File: src/rtl/traffic_light_controller.sv
`default_nettype none
// ============================================================================
//  Module   : traffic_light_controller
//  Purpose  : Fixed-time Moore controller for a T-junction with heads
//             M1, M2 (main road), MT (protected main turn) and S (side road).
//             Six timed phases S1..S6. When TLC_ALL_RED_EN is defined, an
//             all-red clearance phase AR sits between S6 and S1.
//  Revision : 1.0 - initial release
// ============================================================================
module traffic_light_controller #(
  parameter int T_MAIN   = 7,
  parameter int T_YEL    = 2,
  parameter int T_TURN   = 5,
  parameter int T_SIDE   = 3,
  parameter int T_ALLRED = 1
) (
  input  logic       clk,
  input  logic       rst,
  output logic [2:0] light_M1,
  output logic [2:0] light_S,
  output logic [2:0] light_MT,
  output logic [2:0] light_M2
);

  // Lamp codes, one-hot {green, yellow, red}
  localparam logic [2:0] C_RED = 3'b001;
  localparam logic [2:0] C_YEL = 3'b010;
  localparam logic [2:0] C_GRN = 3'b100;

  // The counter only reaches duration-1, so clog2 of the longest phase is
  // enough bits. T_ALLRED is always included so the width does not depend
  // on the build option. A floor of 4 bits is kept.
  localparam int C_MAX_AB  = (T_MAIN > T_YEL) ? T_MAIN : T_YEL;
  localparam int C_MAX_CD  = (T_TURN > T_SIDE) ? T_TURN : T_SIDE;
  localparam int C_MAX_ABC = (C_MAX_AB > C_MAX_CD) ? C_MAX_AB : C_MAX_CD;
  localparam int C_MAX_T   = (C_MAX_ABC > T_ALLRED) ? C_MAX_ABC : T_ALLRED;
  localparam int C_CW      = ($clog2(C_MAX_T) < 4) ? 4 : $clog2(C_MAX_T);

`ifdef TLC_ALL_RED_EN
  typedef enum logic [2:0] {
    S1 = 3'd0, S2 = 3'd1, S3 = 3'd2, S4 = 3'd3, S5 = 3'd4, S6 = 3'd5, AR = 3'd6
  } state_t;
`else
  typedef enum logic [2:0] {
    S1 = 3'd0, S2 = 3'd1, S3 = 3'd2, S4 = 3'd3, S5 = 3'd4, S6 = 3'd5
  } state_t;
`endif

  state_t            r_state;
  state_t            w_next;
  logic [C_CW-1:0]   r_cnt;
  logic [C_CW-1:0]   w_last_cnt;

  // Phase length (as final counter value) and successor of the current state
  always_comb begin
    w_last_cnt = C_CW'(T_MAIN - 1);
    w_next     = S1;
    case (r_state)
      S1: begin w_last_cnt = C_CW'(T_MAIN - 1); w_next = S2; end
      S2: begin w_last_cnt = C_CW'(T_YEL - 1);  w_next = S3; end
      S3: begin w_last_cnt = C_CW'(T_TURN - 1); w_next = S4; end
      S4: begin w_last_cnt = C_CW'(T_YEL - 1);  w_next = S5; end
      S5: begin w_last_cnt = C_CW'(T_SIDE - 1); w_next = S6; end
`ifdef TLC_ALL_RED_EN
      S6: begin w_last_cnt = C_CW'(T_YEL - 1);    w_next = AR; end
      AR: begin w_last_cnt = C_CW'(T_ALLRED - 1); w_next = S1; end
`else
      S6: begin w_last_cnt = C_CW'(T_YEL - 1);  w_next = S1; end
`endif
      default: begin w_last_cnt = '0; w_next = S1; end
    endcase
  end

  // State and phase counter: counter restarts at 0 on every state entry
  always_ff @(posedge clk) begin
    if (rst) begin
      r_state <= S1;
      r_cnt   <= '0;
    end else if (r_cnt == w_last_cnt) begin
      r_state <= w_next;
      r_cnt   <= '0;
    end else begin
      r_cnt   <= r_cnt + 1'b1;
    end
  end

  // Moore lamp decode straight from the state register; unknown codes go red
  always_comb begin
    light_M1 = C_RED;
    light_M2 = C_RED;
    light_MT = C_RED;
    light_S  = C_RED;
    case (r_state)
      S1: begin light_M1 = C_GRN; light_M2 = C_GRN; end
      S2: begin light_M1 = C_GRN; light_M2 = C_YEL; end
      S3: begin light_M1 = C_GRN; light_MT = C_GRN; end
      S4: begin light_M1 = C_YEL; light_MT = C_YEL; end
      S5: begin light_S  = C_GRN; end
      S6: begin light_S  = C_YEL; end
      default: begin end
    endcase
  end

endmodule
`default_nettype wire

File: config.mk
export PLATFORM = sky130hd
export DESIGN_NAME = traffic_light_controller
export DESIGN_NICKNAME = d
export VERILOG_FILES = /design/src/rtl/traffic_light_controller.sv
export SDC_FILE = /design/constraint.sdc
export NUM_CORES = 1
export LEC_CHECK = 0
export CAP_MARGIN = 20
export CORE_AREA = 4 4 41 43
export DETAILED_ROUTE_END_ITERATION = 12
export DIE_AREA = 0 0 45 47
export GPL_TIMING_DRIVEN = 0
export PLACE_DENSITY = 0.58
export SLEW_MARGIN = 20
export SYNTH_ARGS = -nofsm -noshare
export SYNTH_HDL_FRONTEND = slang
export SYNTH_SLANG_ARGS = --single-unit
File: constraint.sdc
create_clock -name clk -period 1.8 [get_ports clk]
set_clock_uncertainty 0.15 [all_clocks]
set_input_delay 0.36 -clock clk [delete_from_list [all_inputs] [get_ports clk]]
set_output_delay 0.36 -clock clk [all_outputs]
set_load 0.01 [all_outputs]
==> flow_summary.toml, run 1 <==
[sta]
rsz0062_at_grt = "no"
fmax_mhz = 578.6
relSlewSlack_pct = 71.03
fin_crit_sh_pct = 96.02
finalCriticalPeriod_ns = 1.728
worst_slack_ns = 0.07156
slew_violations = 0
final-setup-viol-count = 0
hold_viol_final = 0
finalSetupTns_ns = 0
tightest_slew_ns = 0.4308

[power_and_ir_drop]
power_frac_clock_pct = 38.8
intPower_uw = 269.8
p_per_area_nw_per_um2 = 554.3
leakagePower_uw = 0.0002814
peakVddDrop_uv = 263.1
p_comb_share_pct = 13.7
sequentialPowerShare_pct = 47.4
swShare_pct = 24.90
power_switching_uw = 89.44

[critical_path]
crit_required_ns = 1.29
reg2reg_to = "r_cnt[2]$_SDFF_PP0_"
critPathCaptureType = "output pin"
path_max_fanout = 7
reg2reg_from = "r_state[2]$_SDFFE_PP0N_"
critPathKind = "flop to output pin"
rrSetupSlack_ns = 0.21
crit_arrival_ns = 1.22
ff2ff_path_depth = 5
startpoint_type = "flop"

[global_routing]
antenna_found_initial = 0
grt-ovfl-total = 0
grt_max_degree = 13
grtUsageTotal_pct = 12.35
grt_pass1_wl_mm = 1.835
grt_pass1_vias = 420

[layout]
multiInputGateArea_sq_um = 289.0
n_antenna_cell = 0
num-fill-cells = 138
synthToLayoutAreaGrowth_pct = 40.38
instances_no_fill = 94
fin_nets = 83
drive_gt1_share_pct = 31.65
seq_area_sq_um = 147.6

[logic_synthesis]
synthFlopType = "dfxtp_1"
synth.net_count = 61
yosys_warnings = 0
syn-cell-area_sq_um = 461.7
synth_cell_type_count = 29
seq_area_frac_synth_pct = 30.35
postSynthCellCount = 58
ys_seq_elements = 7
syn_avg_cell_area_sq_um = 7.960
synth_edf_count = 0
postSynth.asyncResetShare_pct = 0

[route]
via_per_inst = 4.979
drc = 0
drtIter0Drc = 1
drtAntennaViolNets = 0
firstDrtPassIters = 2
via_count = 468
wire_per_inst_microns = 10.99
wl_mm = 1.033

[die]
initial_core_util_pct = 35.48
die_w_microns = 45
die-area_sq_um = 2115
top_level_ports = 14
die-height_microns = 47
rows = 13
core-area_sq_um = 1301

[clocking]
clock_path_buffers = 2
htree_levels = 1
insertion_delay_ns = 0.25
cts_buffers = 3
clock-sinks = 7
cts_tree = "done"
cts_root_buf = "clkbuf_4"
clkSlewWorstSetupHoldPaths_ns = 0.05
postCtsHoldBufs = 0

[flow_run]
cap_violations = 0

[place]
dp.cells = 86
numPortBuffers = 13
dp_hpwl_microns = 768.2
finalWeightedCongestion = 0.7265
dp_slack_ns = -0.2312

[hold_path]
hold_start = "r_state[1]$_SDFFE_PP0N_"
hold_path_end = "r_state[1]$_SDFFE_PP0N_"
hold_depth = 2
hold_class = "flop to flop"

[status]
status = "finished clean"
==> cells by family after synthesis <==
logic type | synth area share, %
AOI/OAI and AO/OA | 22.49
xor gates and xnor gates | 3.795
adders and majority gates | 2.710
buffers and inverters | 7.585
DFF | 30.35
muxes | 2.168
and+or+nand+nor | 30.90
==> registers in the layout (all words and copies together) (netlist names) <==
signal   count
r_cnt        4
r_state      3
==> layer usage <==
layer | up-vias | GRT usage, % | share of wire [%]
met2 | 18 | 19.21 | 42
met1 | 198 | 14.65 | 45
met5 | - | 0 | 0
met3 | 4 | 3.448 | 11
li1 | 248 | - | -
met4 | 0 | 8.772 | 1.7
==> worst max-delay path by stage <==
| stage | start | to | slack, ns | cells after the start |
|---|---|---|---|---|
| after floorplan | r_state[2]$_SDFFE_PP0N_ | light_MT[1] | 0.17 | 4 |
| after global placement | r_state[1]$_SDFFE_PP0N_ | light_MT[1] | -0.24 | 4 |
| after detailed placement | r_state[1]$_SDFFE_PP0N_ | light_MT[1] | -0.23 | 4 |
| after CTS | r_state[1]$_SDFFE_PP0N_ | light_M1[1] | 0.008 | 3 |
| after global routing | r_state[2]$_SDFFE_PP0N_ | light_MT[2] | 0.004 | 4 |
| final | r_state[2]$_SDFFE_PP0N_ | light_MT[2] | 0.07 | 4 |
==> critical path, cell delays in order (launching register included) <==
cell and delay [ns]:
dfxtp_4 0.36, or2b_1 0.26, buf_4 0.15, nor2_1 0.07, buf_2 0.13
==> synth_stat cells (2+ instances only) <==
library cell	number	area share (%)
nand2_1	3	2.4
xnor2_1	2	3.8
nor2_1	11	8.9
o31ai_1	3	4.9
dfxtp_1	7	30
nand2b_1	2	2.7
o21ai_0	3	3.3
buf_4	2	3.3
a21oi_1	3	3.3
inv_1	3	2.4
==> cells in the final DEF (no fill, tap or decap), types with 2 or more instances in the layout <==
cell and n:
nor2_1 10, buf_4 7, dlygate4sd2_1 6, dfxtp_1 5, clkbuf_2 4, a21oi_1 3, nand2_1 3, o21ai_0 3
o31ai_1 3, clkbuf_4 3, clkbuf_1 2, nand2b_1 2, inv_1 2, xnor2_1 2, dfxtp_4 2
==> metrics by stage <==
stage / power [uW] / area (sq um) / utilization, % / hold WS, ns
2_1_floorplan: 211.7 / 461.7 / - / 0.2791
3_3_place_gp: 225.7 / 610.6 / 46.92 / 0.3984
3_5_place_dp: 226.2 / 610.6 / 46.92 / 0.3947
4_1_cts: 366.8 / 628.1 / 48.27 / 0.3872
5_1_grt: 385.3 / 648.1 / 49.81 / 0.3929
6_report: 359.3 / 648.1 / 49.81 / 0.3652
==> power by group through the flow <==
| stage | Sequential (uW) | Clock, uW | Combinational (uW) |
|---|---|---|---|
| after floorplan | 174 | 0 | 37.8 |
| after global placement | 177 | 0 | 49.0 |
| after detailed placement | 177 | 0 | 49.4 |
| after CTS | 171 | 147 | 49.5 |
| after global routing | 172 | 157 | 56.4 |
| final | 170 | 140 | 49.3 |
==> final cells by class <==
type / instances / share of cell area (%)
timing repair buffer: 18 / 20.46
tap: 15 / 2.896
multi-input combinational: 44 / 44.59
inverter: 3 / 1.737
sequential: 7 / 22.78
buffer: 3 / 3.475
clock buffer: 4 / 4.054
==> timing repair <==
| action | in CTS | in global routing |
|---|---|---|
| setup endpoints to repair | 12 | 6 |
| setup buffers | 1 | 4 |
| endpoints found under the hold margin | 0 | 0 |
| resized for setup | 23 | 9 |
(Power assumes the default switching activity.)
==> inputs of run 2 (changes only) <==
ABC_AREA = 1   (was not set)
CELL_PAD_IN_SITES_DETAIL_PLACEMENT = 1   (was not set)
CELL_PAD_IN_SITES_GLOBAL_PLACEMENT = 1   (was not set)
CORE_AREA = not set   (was 4 4 41 43)
CORE_MARGIN = 4   (was not set)
CORE_UTILIZATION = 31   (was not set)
DIE_AREA = not set   (was 0 0 45 47)
PLACE_DENSITY = 0.79   (was 0.58)
==> run 2 against run 1 <==
Register-to-register slack gained 0.14 ns. Synthesized cell count rose by 29%. Global-route usage shrank 2.7 points. Worst setup slack gained 0.0040 ns. Core utilization decreased by 3.5 points. Clock power is essentially flat. Sequential power up 3%. Sequential cell count is the same. Die area increased by 13%. Highest routed layer unchanged.
==> flow_summary.toml, run 2 <==
[sta]
rsz0062_at_grt = "no"
slew_violations = 0
finalCriticalPeriod_ns = 1.724
tightest_slew_ns = 0.1761
worst_slack_ns = 0.07555
hold_viol_final = 0
final-setup-viol-count = 0
relSlewSlack_pct = 88.23
fin_crit_sh_pct = 95.80
whs_ns = 0.3285
fmax_mhz = 579.9

[logic_synthesis]
synth_cell_type_count = 22
synthTopCellsByArea = "dfxtp_1 (27%), nand2_1 (11%), nor2_1 (8.7%)"
syn-cell-area_sq_um = 515.5
yosys_warnings = 0
synthTopCellsByCount = "nand2_1 (15), nor2_1 (12), inv_1 (10)"
seq_area_frac_synth_pct = 27.18
postSynthCellCount = 75
post-synth-top-area-cell = "dfxtp_1"
synthFlopType = "dfxtp_1"
synth_top_area_share_pct = 27.18
yosysMostFrequentCell = "nand2_1"
synth_edf_count = 0
ys_seq_elements = 7
postSynth.asyncResetShare_pct = 0
synth.net_count = 78
syn_avg_cell_area_sq_um = 6.873

[critical_path]
crit_arrival_ns = 1.21
critPathKind = "flop to output pin"
path_max_fanout = 9
crit_required_ns = 1.29
critPathCaptureType = "output pin"
reg2reg_to = "r_cnt[2]$_SDFF_PP0_"
startpoint_type = "flop"
reg2reg_from = "r_state[2]$_SDFFE_PP0N_"
ff2ff_path_depth = 10
rrSetupSlack_ns = 0.35

[global_routing]
grt-ovfl-total = 0
grt_pass1_vias = 430
antenna_found_initial = 0
grt_pass1_wl_mm = 1.807
grtUsageTotal_pct = 9.667
grt_max_degree = 10

[clocking]
cts_tree = "done"
postCtsHoldBufs = 0
insertion_delay_ns = 0.25
cts_root_buf = "clkbuf_4"
cts_buffers = 3
clock-sinks = 7
htree_levels = 1
clock_path_buffers = 2
clkSlewWorstSetupHoldPaths_ns = 0.05

[flow_run]
cap_violations = 0

[route]
via_count = 486
via_per_inst = 4.378
wire_per_inst_microns = 10.05
wl_mm = 1.116
drtIter0Drc = 1
drc = 0
firstDrtPassIters = 2
drtAntennaViolNets = 0

[place]
dp_hpwl_microns = 875.4
dp_slack_ns = -0.01953
numPortBuffers = 13
finalWeightedCongestion = 0.6968
dp.cells = 104

[die]
top_level_ports = 14
core-area_sq_um = 1541
die-height_microns = 48.78
die-area_sq_um = 2379
die_w_microns = 48.78
rows = 14
initial_core_util_pct = 33.44

[layout]
fin_nets = 99
mostFrequentLayoutCells = "nand2_1 (15), nor2_1 (11), dlygate4sd2_1 (11), inv_1 (10), dfxtp_1 (6)"
top_regs = "r_cnt x4, r_state x3"
largest_reg_flops = 4
synthToLayoutAreaGrowth_pct = 38.35
drive_gt1_share_pct = 28.42
num-fill-cells = 206
final_common_cell = "nand2_1"
n_antenna_cell = 0
instances_no_fill = 111
final_util_pct = 46.27
registers.top_by_ff_count = "r_cnt"

[hold_path]
hold_class = "flop to flop"
hold_start = "r_cnt[0]$_SDFF_PP0_"
hold_depth = 1
hold_path_end = "r_cnt[0]$_SDFF_PP0_"

[power_and_ir_drop]
leakagePower_uw = 0.0003820
p_per_area_nw_per_um2 = 599.6
peakVddDrop_uv = 316.5

[status]
status = "finished clean"
run 2: kinds of logic (layout without fill, tap and decap cells):
logic type | count (synthesis) | in the layout | synth area share, %
AND/OR/NAND/NOR | 44 | 44 | 47.81
buffers and inverters | 17 | 37 | 15.29
AO/OA/AOI/OAI | 4 | 4 | 3.882
flip-flops | 7 | 7 | 27.18
adder cells (fa/ha/maj) | 1 | 1 | 2.427
XOR/XNOR | 2 | 2 | 3.399
run 2: cell type report:
cell class / instances / area [sq um] / share of cell area [%]
Timing Repair Buffer: 16 / 136.4 / 19.12
Sequential cell: 7 / 141.4 / 19.82
Tap cell: 16 / 20.02 / 2.807
Clock buffer: 4 / 26.28 / 3.684
Buffer: 4 / 33.78 / 4.737
Multi-Input combinational cell: 51 / 304.0 / 42.63
Inverter: 13 / 51.30 / 7.193
run 2: repair_timing:
item,4_1_cts,5_1_grt
setup buffers,0,3
cloned,0,0
gates resized for setup,15,3
setup endpoints to repair,12,4
pin swaps,0,0
run 2: worst max-delay path by stage:
stage | slack (ns) | startpoint | depth (start not counted) | to
2_1_floorplan | 0.49 | r_state[2]$_SDFFE_PP0N_ | 5 | light_MT[1]
3_3_place_gp | -0.004 | r_state[2]$_SDFFE_PP0N_ | 6 | light_MT[1]
3_5_place_dp | -0.02 | r_state[2]$_SDFFE_PP0N_ | 6 | light_MT[1]
4_1_cts | 0.001 | r_state[2]$_SDFFE_PP0N_ | 6 | light_MT[1]
5_1_grt | 0.004 | r_state[2]$_SDFFE_PP0N_ | 5 | light_M2[1]
6_report | 0.08 | r_state[0]$_SDFFE_PP0N_ | 5 | light_M1[2]
run 2: metal layers:
layer / track usage, % / share of wire [%] / vias to the layer above
li1: - / - / 264
met1: 11.28 / 48 / 206
met2: 14.78 / 44 / 14
met3: 1.223 / 6.5 / 2
met4: 9.417 / 1.2 / 0
met5: 0 / 0 / -
run 2: metrics by stage:
step	setup TNS (ns)	total power, uW	instance area (sq um)
3_3_place_gp	-0.004374	289.5	665.6
3_5_place_dp	-0.01953	293.2	665.6
6_report	0	427.6	713.2
5_1_grt	0	459.1	713.2
2_1_floorplan	0	260.7	515.5
4_1_cts	0	433.4	684.4
run 2: power by group:
group / internal (uW) / switching, uW
registers: 164 / 10.5
clock network: 84.5 / 55.7
logic: 50.1 / 62.6
run 2: worst max-delay path, cell delays in order, from the launching register on:
cell           delay (ns)
dfxtp_1              0.30
buf_6                0.14
inv_4                0.09
nand3_2              0.10
nand2_1              0.06
dlygate4sd2_1        0.26
